## config.mk

```make
export PLATFORM = sky130hd
export DESIGN_NAME = jtvigil_sdram_resp_flat
export DESIGN_NICKNAME = d
export VERILOG_FILES = /design/src/rtl/jtvigil_sdram_resp_if.sv /design/src/rtl/jtvigil_sdram_resp.sv /design/src/flat_wrapper.sv
export SDC_FILE = /design/constraint.sdc
export NUM_CORES = 1
export LEC_CHECK = 0
export BUFFER_PORTS_ARGS = -buffer_cell sky130_fd_sc_hd__buf_4
export CAP_MARGIN = 0
export CORE_MARGIN = 2
export CORE_UTILIZATION = 42
export CTS_CLUSTER_SIZE = 40
export DETAILED_ROUTE_END_ITERATION = 7
export HOLD_SLACK_MARGIN = 0.15
export PLACE_DENSITY_LB_ADDON = 0.05
export SYNTH_ARGS = -nofsm -noshare
export SYNTH_HDL_FRONTEND = slang
export SYNTH_SLANG_ARGS = --single-unit
```

## constraint.sdc

```tcl
create_clock -name clk -period 2.1 [get_ports clk]
set_input_delay 0.21 -clock clk [delete_from_list [all_inputs] [get_ports clk]]
set_output_delay 0.21 -clock clk [all_outputs]
set_load 0.005 [all_outputs]
```

## src/rtl/jtvigil_sdram_resp_if.sv

```systemverilog
// Four-bank SDRAM read bundle between the game's mux (master) and the bank responder (slave),
// plus the responder's fixed-latency memory read port.
interface jtvigil_sdram_resp_if;
    logic [21:0] ba0_addr;
    logic [21:0] ba1_addr;
    logic [21:0] ba2_addr;
    logic [21:0] ba3_addr;
    logic [3:0]  ba_rd;
    logic [3:0]  ba_ack;
    logic [3:0]  ba_dst;
    logic [3:0]  ba_dok;
    logic [3:0]  ba_rdy;
    logic [15:0] data_read;
    logic [21:0] mem_addr;
    logic        mem_rd;
    logic [15:0] mem_data;

    modport slave (
        input  ba0_addr, ba1_addr, ba2_addr, ba3_addr, ba_rd, mem_data,
        output ba_ack, ba_dst, ba_dok, ba_rdy, data_read, mem_addr, mem_rd
    );

    modport master (
        output ba0_addr, ba1_addr, ba2_addr, ba3_addr, ba_rd, mem_data,
        input  ba_ack, ba_dst, ba_dok, ba_rdy, data_read, mem_addr, mem_rd
    );
endinterface

```

## src/rtl/jtvigil_sdram_resp.sv

```systemverilog
// Round-robin four-bank SDRAM read responder serialising bursts onto one
// fixed-latency memory read port.
//
// state | meaning
// IDLE  | sample ba_rd, grant next bank in pointer order
// ISSUE | one mem_rd per cycle for BURST words, ack in first cycle
// DRAIN | wait for the last tagged word to come back
module jtvigil_sdram_resp #(
    parameter int LATENCY = 2,
    parameter int BURST   = 2
) (
    input  logic                  clk,
    input  logic                  rst,
    jtvigil_sdram_resp_if.slave   bus,
    output logic                  busy_o
);

    typedef enum logic [1:0] {IDLE, ISSUE, DRAIN} state_t;

    state_t      state_q;
    logic [1:0]  ptr_q;
    logic [1:0]  g_q;
    logic [3:0]  cnt_q;
    logic        mem_rd_q;
    logic        first_q;
    logic        last_q;
    logic [21:0] mem_addr_q;
    logic [3:0]  ack_q;
    logic [3:0]  dst_q;
    logic [3:0]  dok_q;
    logic [3:0]  rdy_q;
    logic [15:0] data_q;
    logic [2:0]  tag_q [LATENCY];

    logic        gnt_vld_d;
    logic [1:0]  gnt_d;
    logic [21:0] addr_d;

    // Descending scan so the lowest offset from the pointer wins.
    always_comb begin
        gnt_vld_d = 1'b0;
        gnt_d     = ptr_q;
        for (int i = 3; i >= 0; i--) begin
            if (bus.ba_rd[ptr_q + 2'(i)]) begin
                gnt_vld_d = 1'b1;
                gnt_d     = ptr_q + 2'(i);
            end
        end
        case (gnt_d)
            2'd0:    addr_d = bus.ba0_addr;
            2'd1:    addr_d = bus.ba1_addr;
            2'd2:    addr_d = bus.ba2_addr;
            default: addr_d = bus.ba3_addr;
        endcase
    end

    always_ff @(posedge clk or posedge rst) begin
        if (rst) begin
            state_q    <= IDLE;
            ptr_q      <= 2'd0;
            g_q        <= 2'd0;
            cnt_q      <= 4'd0;
            mem_rd_q   <= 1'b0;
            first_q    <= 1'b0;
            last_q     <= 1'b0;
            mem_addr_q <= 22'd0;
            ack_q      <= 4'd0;
            dst_q      <= 4'd0;
            dok_q      <= 4'd0;
            rdy_q      <= 4'd0;
            data_q     <= 16'd0;
            for (int i = 0; i < LATENCY; i++) tag_q[i] <= 3'd0;
        end else begin
            ack_q    <= 4'd0;
            tag_q[0] <= {mem_rd_q, first_q, last_q};
            for (int i = 1; i < LATENCY; i++) tag_q[i] <= tag_q[i-1];

            // Tag at the pipe end marks mem_data as valid this cycle.
            if (tag_q[LATENCY-1][2]) begin
                data_q <= bus.mem_data;
                dok_q  <= 4'b0001 << g_q;
                dst_q  <= tag_q[LATENCY-1][1] ? (4'b0001 << g_q) : 4'd0;
                rdy_q  <= tag_q[LATENCY-1][0] ? (4'b0001 << g_q) : 4'd0;
            end else begin
                dok_q <= 4'd0;
                dst_q <= 4'd0;
                rdy_q <= 4'd0;
            end

            case (state_q)
                IDLE: begin
                    if (gnt_vld_d) begin
                        g_q        <= gnt_d;
                        ptr_q      <= gnt_d + 2'd1;
                        ack_q      <= 4'b0001 << gnt_d;
                        mem_rd_q   <= 1'b1;
                        mem_addr_q <= addr_d;
                        first_q    <= 1'b1;
                        last_q     <= (BURST == 1);
                        cnt_q      <= 4'(BURST - 1);
                        state_q    <= ISSUE;
                    end
                end
                ISSUE: begin
                    first_q <= 1'b0;
                    if (cnt_q == 4'd0) begin
                        mem_rd_q <= 1'b0;
                        last_q   <= 1'b0;
                        state_q  <= DRAIN;
                    end else begin
                        mem_addr_q <= mem_addr_q + 22'd1;
                        last_q     <= (cnt_q == 4'd1);
                        cnt_q      <= cnt_q - 4'd1;
                    end
                end
                DRAIN: begin
                    if (rdy_q != 4'd0) state_q <= IDLE;
                end
                default: state_q <= IDLE;
            endcase
        end
    end

    assign bus.ba_ack    = ack_q;
    assign bus.ba_dst    = dst_q;
    assign bus.ba_dok    = dok_q;
    assign bus.ba_rdy    = rdy_q;
    assign bus.data_read = data_q;
    assign bus.mem_addr  = mem_addr_q;
    assign bus.mem_rd    = mem_rd_q;
    assign busy_o        = (state_q != IDLE);

endmodule

```

## src/flat_wrapper.sv

```systemverilog
// flat-port wrapper written by rule: the top's interface ports become plain ports
module jtvigil_sdram_resp_flat 
#(
    parameter int LATENCY = 2,
    parameter int BURST   = 2
)
  (clk, rst, busy_o, bus_ba0_addr, bus_ba1_addr, bus_ba2_addr, bus_ba3_addr, bus_ba_rd, bus_mem_data, bus_ba_ack, bus_ba_dst, bus_ba_dok, bus_ba_rdy, bus_data_read, bus_mem_addr, bus_mem_rd);
  jtvigil_sdram_resp_if bus_i ();
  input  logic clk;
  input  logic rst;
  output logic busy_o;
  input wire logic [$bits(bus_i.ba0_addr)-1:0] bus_ba0_addr;
  input wire logic [$bits(bus_i.ba1_addr)-1:0] bus_ba1_addr;
  input wire logic [$bits(bus_i.ba2_addr)-1:0] bus_ba2_addr;
  input wire logic [$bits(bus_i.ba3_addr)-1:0] bus_ba3_addr;
  input wire logic [$bits(bus_i.ba_rd)-1:0] bus_ba_rd;
  input wire logic [$bits(bus_i.mem_data)-1:0] bus_mem_data;
  output wire logic [$bits(bus_i.ba_ack)-1:0] bus_ba_ack;
  output wire logic [$bits(bus_i.ba_dst)-1:0] bus_ba_dst;
  output wire logic [$bits(bus_i.ba_dok)-1:0] bus_ba_dok;
  output wire logic [$bits(bus_i.ba_rdy)-1:0] bus_ba_rdy;
  output wire logic [$bits(bus_i.data_read)-1:0] bus_data_read;
  output wire logic [$bits(bus_i.mem_addr)-1:0] bus_mem_addr;
  output wire logic [$bits(bus_i.mem_rd)-1:0] bus_mem_rd;
  assign bus_i.ba0_addr = bus_ba0_addr;
  assign bus_i.ba1_addr = bus_ba1_addr;
  assign bus_i.ba2_addr = bus_ba2_addr;
  assign bus_i.ba3_addr = bus_ba3_addr;
  assign bus_i.ba_rd = bus_ba_rd;
  assign bus_i.mem_data = bus_mem_data;
  assign bus_ba_ack = bus_i.ba_ack;
  assign bus_ba_dst = bus_i.ba_dst;
  assign bus_ba_dok = bus_i.ba_dok;
  assign bus_ba_rdy = bus_i.ba_rdy;
  assign bus_data_read = bus_i.data_read;
  assign bus_mem_addr = bus_i.mem_addr;
  assign bus_mem_rd = bus_i.mem_rd;
  jtvigil_sdram_resp #(.LATENCY(LATENCY), .BURST(BURST)) u_core (.clk(clk), .rst(rst), .bus(bus_i), .busy_o(busy_o));
endmodule
```

; After elaboration in Yosys (flattened, before gate mapping)
; Index checks and enable logic that the tools add are counted.
[classes]
n_addsub = 6
multipliers = 0
div_mod_pow = 0
order_cmp = 4
eq_ne = 9
shift = 2
muxes = 41
bitwise = 0
reduce_logical = 11
[op_table]
columns = cell, n
row1 = 22-bit case mux with 3 select lines, 1
row2 = 22-bit 2-to-1 mux, 2
row3 = 22-bit case mux with 2 select lines, 1
row4 = 4-bit 2-to-1 mux, 9
row5 = "22-bit by 1-bit adder with 22-bit output, second input constant", 1
row6 = 2-bit 2-to-1 mux, 7
row7 = "2-bit by 3-bit < comparator with 1-bit output, second input constant", 4
row8 = 1-bit 2-to-1 mux, 12
row9 = 3-bit AND reduction, 3
row10 = 1-bit binary-select mux with 2-bit select, 4
row11 = 4-bit case mux with 2 select lines, 1
row12 = "1-bit by 2-bit left shift with 4-bit output, first input constant", 2
row13 = "2-bit by 1-bit inequality test with 1-bit output, second input constant", 3
row14 = 1-bit case mux with 2 select lines, 3
row15 = 2-bit case mux with 3 select lines, 1
row16 = "2-bit by 1-bit adder with 2-bit output, second input constant", 2
row17 = "2-bit adder, second input constant", 2
row18 = "2-bit by 1-bit == test with 1-bit output, second input constant", 2
row19 = "2-bit == test, second input constant", 2
row20 = "4-bit by 1-bit == test with 1-bit output, second input constant", 1
row21 = 2-bit logical NOT, 2
row22 = 4-bit logical NOT, 1
row23 = 2-bit AND reduction, 2
row24 = 2-bit nonzero test, 2
row25 = other kinds (3), 3
[word_totals]
register_bits = 73
latchBits = 0
ram_bits = 0
rom_bits = 0
out_inout_bits = 56
wordCells = 88
n_memories = 0

; Depth between registers and ports, before layout
; Gate-level depths: netlist of the first run.
[depth]
word_depth = 11
ltp_mapped = 9

; Least setup slack after synthesis of the first run
; No wires, ideal clock.
[synth_path]
path_kind = reg-to-reg
start = register u_core.ptr_q[1]
end = register u_core.mem_addr_q[0] (netlist: u_core.bus.mem_addr[0])
arrival_time_ps = 1998
setup_slack_ps = -24
stages_incl_launch_ff = 7
cell_sequence = dfrtp_1 > and3b_1 > a2111oi_2 > or2_1 > buf_6 > mux4_2 > a221o_1
[synth_via]
elab_chain_len = 11
[synth_rtl]
columns = item, line
row1 = from (decl), jtvigil_sdram_resp.sv:21  ; logic [1:0] ptr_q;
row2 = from (signal assigned), jtvigil_sdram_resp.sv:94  ; ptr_q <= gnt_d + 2'd1;
row3 = 2-bit adder, "jtvigil_sdram_resp.sv:44, jtvigil_sdram_resp.sv:46"
row4 = 1-bit binary-select mux with 2-bit select, jtvigil_sdram_resp.sv:44  ; if (bus.ba_rd[ptr_q + 2'(i)]) begin
row5 = 1-bit 2-to-1 mux (implied by the code), jtvigil_sdram_resp.sv:44
row6 = 2-bit 2-to-1 mux (4 in series), jtvigil_sdram_resp.sv:44
row7 = 2-bit == test (tied with other cells), jtvigil_sdram_resp.sv:49  ; case (gnt_d)
row8 = 22-bit case mux with 3 select lines, jtvigil_sdram_resp.sv:49
row9 = 22-bit 2-to-1 mux, jtvigil_sdram_resp.sv:92  ; if (gnt_vld_d) begin
row10 = 22-bit case mux with 2 select lines, jtvigil_sdram_resp.sv:90  ; case (state_q)
row11 = to (signal assigned), jtvigil_sdram_resp.sv:97  ; mem_addr_q <= addr_d;
row12 = to (signal assigned), jtvigil_sdram_resp.sv:111  ; mem_addr_q <= mem_addr_q + 22'd1;
row13 = to (decl), jtvigil_sdram_resp.sv:27  ; logic [21:0] mem_addr_q;
; Parallel ways exist; a longest one is shown, timed or not. The select of a mux whose other input is x is not followed.
; A chain may end at the register's enable or synchronous reset.

; Final worst setup path of the first run
[layout_path]
start = register u_core.ptr_q[1]
end = register u_core.mem_addr_q[13] (netlist: u_core.bus.mem_addr[13])
; Same word-level chain as after synthesis.

==> impl_metrics.py, run 1 <==
metrics = {
    "floorplanning": {
        "placeableCoreArea_mm2": 0.00872,
        "start_util_pct": 43.5,
        "rows": 34,
        "die_area_mm2": 0.00981,
        "die_h_um": 99.1,
        "ioPinCount": 166,
        "die_w_um": 99.1,
    },
    "setup_path": {
        "critPathMaxStageDelay_ns": 0.41,
        "endpoint_kind": "flop",
        "critPathLaunchType": "flop",
        "critPathKind": "flop to flop",
        "crit_required_ns": 2.34,
        "arrival_ns": 2.28,
        "crit_chain": "and3b_1 -> a2111oi_4 -> or2_4 -> buf_12 -> buf_12 -> mux2i_1 -> o22ai_1 -> a211o_1",
        "critPathMaxFanout": 7,
        "crit_top_cell": "buf_12",
        "cp_slowest_cell": "dfrtp_1",
    },
    "drt": {
        "viasPerCell": 5.37,
        "drc": 0,
        "drt-total-wl_um": 11300,
        "first_iter_violations": 182,
        "ant_nets": 0,
        "dr.pass1.iters": 6,
        "wl_per_cell_um": 16.6,
        "num_vias": 3661,
    },
    "placed_design": {
        "dp_hpwl_um": 8110,
        "post-place-cells": 645,
        "gp_routability_congestion": 0.799,
        "portBuffers": 165,
        "place_ws_ns": 0.00638,
        "placed_cell_area_mm2": 0.00537,
    },
    "grt": {
        "groute.usage.overall_pct": 22.8,
        "grtUsageMet3_pct": 4.47,
        "use_met2_pct": 38.2,
        "grt_pass1_vias": 3530,
        "grt_max_degree": 49,
        "grt_pass1_wl_um": 17700,
        "gr-total-overflow": 0,
        "busiest_layer": "met2",
        "antenna_found_initial": 0,
        "grt_use_met1_pct": 30.2,
    },
    "synthesis": {
        "synth_edf_count": 0,
        "synth-async-reset-ratio_pct": 100,
        "ys_seq_area_share_pct": 48.1,
        "synth.avg_cell_area_um2": 10.6,
        "synth_ff_type": "dfrtp_1",
        "synth_nets": 473,
        "synth_seq_cells": 73,
        "syn-instance-count": 359,
        "ys.warnings.count": 0,
        "synthDistinctLibCells": 55,
        "synth_area_mm2": 0.00379,
    },
    "hold_path": {
        "hold_path.class": "input port to flop",
    },
    "cells_and_area": {
        "final_nets": 683,
        "antenna_cells": 0,
        "layout_commonest_cell": "buf_4",
        "final_area_mm2": 0.00580,
        "drive_above_1_share_pct": 42.5,
        "final_cell_mix": "buf_4 (192), dfrtp_1 (73), mux2i_1 (38)",
        "fillers": 684,
        "areaGrowthSynthToFinish_pct": 52.9,
        "fin_util_pct": 66.5,
        "stdcell_count": 682,
    },
    "sta": {
        "finalHoldViolCount": 0,
        "tightest_slew_ns": 0.744,
        "holdWs_ns": 0.167,
        "clock_skew_ns": 0.0127,
        "slew_headroom_pct": 50.4,
        "drv_slew": 0,
        "fin_crit_sh_pct": 97.3,
        "setup_ws_ns": 0.0575,
        "rsz0062_at_grt": "true",
        "fin_crit_ns": 2.04,
        "fmax_mhz": 490,
        "setup_viol": 0,
    },
    "clocking": {
        "cts-root-buf": "clkbuf_8",
        "max-clock-path-buffers": 2,
        "clk_pin_slew_ns": 0.09,
        "clock_latency_ns": 0.35,
        "cts_sinks": 73,
        "cts_tree": "built",
        "cts_made_buffers": 9,
        "cts-htree-levels": 3,
    },
    "power_and_ir_drop": {
        "power_density_mw_per_mm2": 1290,
        "leakage_nw": 2.87,
        "vdd_ir_drop_max_v": 0.000645,
    },
    "job": {
        "cap_violations": 0,
    },
    "outcome": {
        "outcome": "finished clean",
    },
}
## path summary, 6_finish.rpt
| kind | from | end | slack [ns] | cells past startpoint |
|---|---|---|---|---|
| max | u_core.ptr_q[1]$_DFFE_PP0P_ | u_core.bus.mem_addr[13]$_DFFE_PP0P_ | 0.06 | 8 |
| min reg2reg | u_core.tag_q[3]$_DFF_PP0_ | u_core.tag_q[0]$_DFF_PP0_ | 0.36 | 0 |
| max reg2reg | u_core.ptr_q[1]$_DFFE_PP0P_ | u_core.bus.mem_addr[13]$_DFFE_PP0P_ | 0.06 | 8 |
| min in group asynchronous | rst | u_core.bus.mem_addr[13]$_DFFE_PP0P_ | 0.43 | 3 |
| max in group asynchronous | rst | u_core.bus.data_read[12]$_DFFE_PP0P_ | 1.07 | 4 |
| min | bus_ba2_addr[6] | u_core.bus.mem_addr[6]$_DFFE_PP0P_ | 0.17 | 3 |
## layout make-up
cell class | instances | area [um2] | share of cell area, %
tap | 108 | 135 | 2.33
inverter | 9 | 35.0 | 0.604
sequential | 73 | 1830 | 31.5
timing repair buffer | 216 | 1740 | 29.9
multi-input combinational | 260 | 1870 | 32.2
clock inverter | 7 | 77.6 | 1.34
clock buffer | 9 | 124 | 2.14
## critical path, delay by kind of cell, from the launching register on
kind / cells / cell delay, ns
buffers and inverters: 2 / 0.26
AND/OR/NAND/NOR: 2 / 0.42
flip-flops: 1 / 0.41
multiplexers: 1 / 0.21
AO/OA/AOI/OAI: 3 / 0.62
## power breakdown
part / internal [W] / total (W) / switching [W]
clock network: 0.000559 / 0.00112 / 0.000559
logic: 0.00209 / 0.00388 / 0.00180
registers: 0.00195 / 0.00250 / 0.000548
## routing by layer
metal	routed length [um]	part of all wire (%)
met4	126	1.1
met3	921	8.1
met1	4800	42
met5	0	0
met2	5480	48
## metrics by stage
step / setup TNS, ns / power [W]
5_1_grt: -0.160 / 0.00804
2_1_floorplan: 0 / 0.00453
6_report: 0 / 0.00750
4_1_cts: 0 / 0.00748
3_3_place_gp: 0 / 0.00622
3_5_place_dp: 0 / 0.00630
## cells in the mapped netlist (all sizes together) (5+ instances only)
cell | instances | share of area, %
a211o | 5 | 1.2
mux2i | 38 | 10
clkbuf | 9 | 0.89
buf | 8 | 1.5
o21ai | 17 | 2.2
and3 | 7 | 1.2
inv | 9 | 0.89
dfrtp | 73 | 48
o22ai | 6 | 0.99
nor2 | 27 | 2.7
nor3 | 8 | 1.2
nand3 | 13 | 1.7
a21oi | 14 | 1.8
and2 | 9 | 1.5
o221ai | 10 | 2.3
nand2 | 29 | 2.9
mux2 | 18 | 5.3
## kinds of logic (layout without fill, tap and decap cells)
kind of cell             Yosys count  count (layout)  synth area share, %
AO/OA/AOI/OAI                     78              78                 14.3
XOR/XNOR                           3               3                0.693
adder cells (fa/ha/maj)            4               4                 1.32
buffers and inverters             26             241                 3.23
flip-flops                        73              73                 48.1
multiplexers                      58              58                 16.6
AND/OR/NAND/NOR                  117             117                 15.8
## timing repair
| item | in CTS | in global routing |
|---|---|---|
| hold buffers | 19 | 0 |
| setup buffers | 0 | 1 |
| pin swaps | 0 | 0 |
| endpoints found under the setup margin | 4 | 16 |
| resized for setup | 1 | 1 |
| hold endpoints to repair | 42 | 0 |
| cloned | 0 | 1 |
## flip-flops by register name, summed over array words and instances, names as in the netlist
register	cells
u_core.bus.data_read	16
u_core.first_q	1
u_core.bus.ba_rdy	4
u_core.cnt_q	4
u_core.bus.mem_rd	1
u_core.bus.ba_dok	4
u_core.ptr_q	2
u_core.state_q	2
u_core.tag_q	6
u_core.bus.mem_addr	22
u_core.g_q	2
u_core.bus.ba_ack	4
u_core.bus.ba_dst	4
u_core.last_q	1
(Power assumes the default switching activity.)
==> run 2, diff against run 1 <==
--- a/config.mk
+++ b/config.mk
@@ -13,6 +13,8 @@
 export DETAILED_ROUTE_END_ITERATION = 7
 export HOLD_SLACK_MARGIN = 0.15
 export PLACE_DENSITY_LB_ADDON = 0.05
+export RECOVER_POWER = 50
 export SYNTH_ARGS = -nofsm -noshare
 export SYNTH_HDL_FRONTEND = slang
 export SYNTH_SLANG_ARGS = --single-unit
+export TNS_END_PERCENT = 50
==> run 2 against run 1 <==
Core utilization decreased by 0.086 points. Clock skew decreased by 0.00063 ns. Highest routed layer unchanged. Critical path type unchanged. Final area decreased by 0.13%. Die area unchanged. Wire length decreased by 0.41%. Sequential share of layout area about the same. Power decreased by 0.32%. Critical endpoint unchanged. Largest power group unchanged. Non-clock buffer count unchanged. First-iteration DRC count decreased by 15%. Maximum frequency decreased by 0.19%.
==> impl_metrics.py, run 2 (synthesized netlist as in run 1, its figures left out) <==
metrics = {
    "sta": {
        "drv_slew": 0,
        "finalHoldViolCount": 0,
        "slew_headroom_pct": 18.8,
        "fin_crit_ns": 2.05,
        "rsz0062_at_grt": "true",
        "setup_viol": 0,
        "clock_skew_ns": 0.0121,
        "fmax_mhz": 489,
        "finalSetupTns_ns": 0,
        "tightest_slew_ns": 1.21,
        "fin_crit_sh_pct": 97.4,
    },
    "grt": {
        "grt_max_degree": 49,
        "grt_pass1_wl_um": 17700,
        "gr-total-overflow": 0,
        "grt_pass1_vias": 3530,
        "antenna_found_initial": 0,
        "groute.usage.overall_pct": 22.8,
    },
    "drt": {
        "ant_nets": 0,
        "num_vias": 3637,
        "viasPerCell": 5.33,
        "wl_per_cell_um": 16.5,
        "dr.pass1.iters": 4,
        "drt-total-wl_um": 11300,
        "drc": 0,
        "first_iter_violations": 155,
    },
    "cells_and_area": {
        "stdcell_count": 682,
        "antenna_cells": 0,
        "drive_above_1_share_pct": 42.2,
        "areaGrowthSynthToFinish_pct": 52.7,
        "fillers": 687,
        "final_nets": 683,
        "final_cell_mix": "buf_4 (159), dfrtp_1 (73), mux2i_1 (38)",
        "layout_commonest_cell": "buf_4",
        "largest_reg_flops": 22,
    },
    "setup_path": {
        "cp_slowest_cell": "dfrtp_1",
        "critPathLaunch": "u_core.ptr_q[1]$_DFFE_PP0P_",
        "critPathKind": "flop to flop",
        "cpLargestDelayFamily": "compound AO/OA/AOI/OAI gates",
        "critPathLaunchType": "flop",
        "crit_required_ns": 2.34,
        "arrival_ns": 2.28,
        "rr_startpoint": "u_core.ptr_q[1]$_DFFE_PP0P_",
        "crit_buf_inv": 2,
        "crit_chain": "and3b_1 -> a2111oi_4 -> or2_4 -> buf_12 -> buf_12 -> mux2i_1 -> o22ai_1 -> a211o_1",
        "critPathMaxStageDelay_ns": 0.41,
        "endpoint_kind": "flop",
        "crit_top_cell": "buf_12",
        "critPathMaxFanout": 7,
    },
    "clocking": {
        "cts_made_buffers": 9,
        "cts-root-buf": "clkbuf_8",
        "clock_latency_ns": 0.35,
        "cts_tree": "built",
        "max-clock-path-buffers": 2,
        "cts_sinks": 73,
        "cts-htree-levels": 3,
        "clk_pin_slew_ns": 0.09,
    },
    "power_and_ir_drop": {
        "pwr-share-clk_pct": 14.9,
        "leakage_nw": 2.85,
        "power_density_mw_per_mm2": 1290,
        "power_frac_comb_pct": 51.7,
        "seqPwrFrac_pct": 33.4,
        "vdd_ir_drop_max_v": 0.000647,
        "p_int_w": 0.00458,
        "power_switching_w": 0.00290,
        "p_sw_share_pct": 38.8,
    },
    "floorplanning": {
        "die_area_mm2": 0.00981,
        "placeableCoreArea_mm2": 0.00872,
        "die_w_um": 99.1,
        "die_h_um": 99.1,
        "start_util_pct": 43.5,
        "rows": 34,
        "ioPinCount": 166,
    },
    "placed_design": {
        "post-place-cells": 645,
        "portBuffers": 165,
        "dp_hpwl_um": 8110,
        "gp_routability_congestion": 0.799,
    },
    "outcome": {
        "outcome": "finished clean",
    },
    "hold_path": {
        "min_from": "bus_ba2_addr[6]",
        "hold_path.class": "input port to flop",
    },
    "job": {
        "cap_violations": 0,
    },
}
-- run 2: cell types whose count changed in the layout (fill, tap and decap cells not counted), sizes merged --
cell and change:
buf -33, clkbuf +33, clkinv -1, clkinvlp +1
-- run 2: area by class of cell --
class | count | area, um2 | share of cell area [%]
Tap cell | 108 | 135 | 2.33
Timing Repair Buffer | 216 | 1730 | 29.8
Multi-Input combinational cell | 260 | 1870 | 32.2
Clock inverter | 7 | 77.6 | 1.34
Inverter | 9 | 35.0 | 0.605
Sequential cell | 73 | 1830 | 31.5
Clock buffer | 9 | 124 | 2.14
-- run 2: power groups by stage --
stage	Sequential [W]	Combinational [W]	Clock [W]
6_report	0.00249	0.00387	0.00112
5_1_grt	0.00259	0.00422	0.00121
4_1_cts	0.00249	0.00385	0.00114
3_5_place_dp	0.00251	0.00379	0
3_3_place_gp	0.00249	0.00372	0
2_1_floorplan	0.00241	0.00212	0
-- run 2: worst reg2reg max path, cell delays in order (launching register included) --
cell	delay, ns
dfrtp_1	0.41
and3b_1	0.21
a2111oi_4	0.29
or2_4	0.21
buf_12	0.13
buf_12	0.13
mux2i_1	0.22
o22ai_1	0.10
a211o_1	0.23
-- run 2: repair_timing --
action	in CTS	in global routing
resized for setup	1	1
endpoints found under the hold margin	42	0
buffers inserted	0	1
hold buffers	19	0
cloned	0	1
setup endpoints to repair	4	16
-- run 2: metal layers --
metal	part of all wire, %	vias to the layer above	wire length [um]	GRT usage [%]
met5	0	-	0	0
met4	0.93	0	105	6.22
met3	7.3	8	819	4.47
met2	49	154	5540	38.2
met1	43	1729	4820	30.2
li1	-	1746	-	-
-- run 2: final timing paths --
path / to / slack, ns / cells after the start
worst max-delay path: u_core.bus.mem_addr[13]$_DFFE_PP0P_ / 0.05 / 8
worst min-delay path: u_core.bus.mem_addr[6]$_DFFE_PP0P_ / 0.17 / 3
worst max register to register: u_core.bus.mem_addr[13]$_DFFE_PP0P_ / 0.05 / 8
worst min register to register: u_core.tag_q[0]$_DFF_PP0_ / 0.36 / 0
max in group asynchronous: u_core.bus.data_read[12]$_DFFE_PP0P_ / 0.67 / 4
min in group asynchronous: u_core.bus.mem_addr[13]$_DFFE_PP0P_ / 0.67 / 3
-- run 2: through the flow --
stage	hold WS, ns	utilization (%)	worst slack [ns]	area (um2)	power [W]
floorplan	0.331	-	0.0102	3810	0.00453
global placement	0.241	61.6	0.0750	5370	0.00622
detailed placement	0.249	61.6	0.00638	5370	0.00630
CTS	0.161	66.1	0.0269	5760	0.00748
global route	0.156	66.4	-0.0335	5790	0.00801
finish	0.168	66.4	0.0536	5790	0.00748
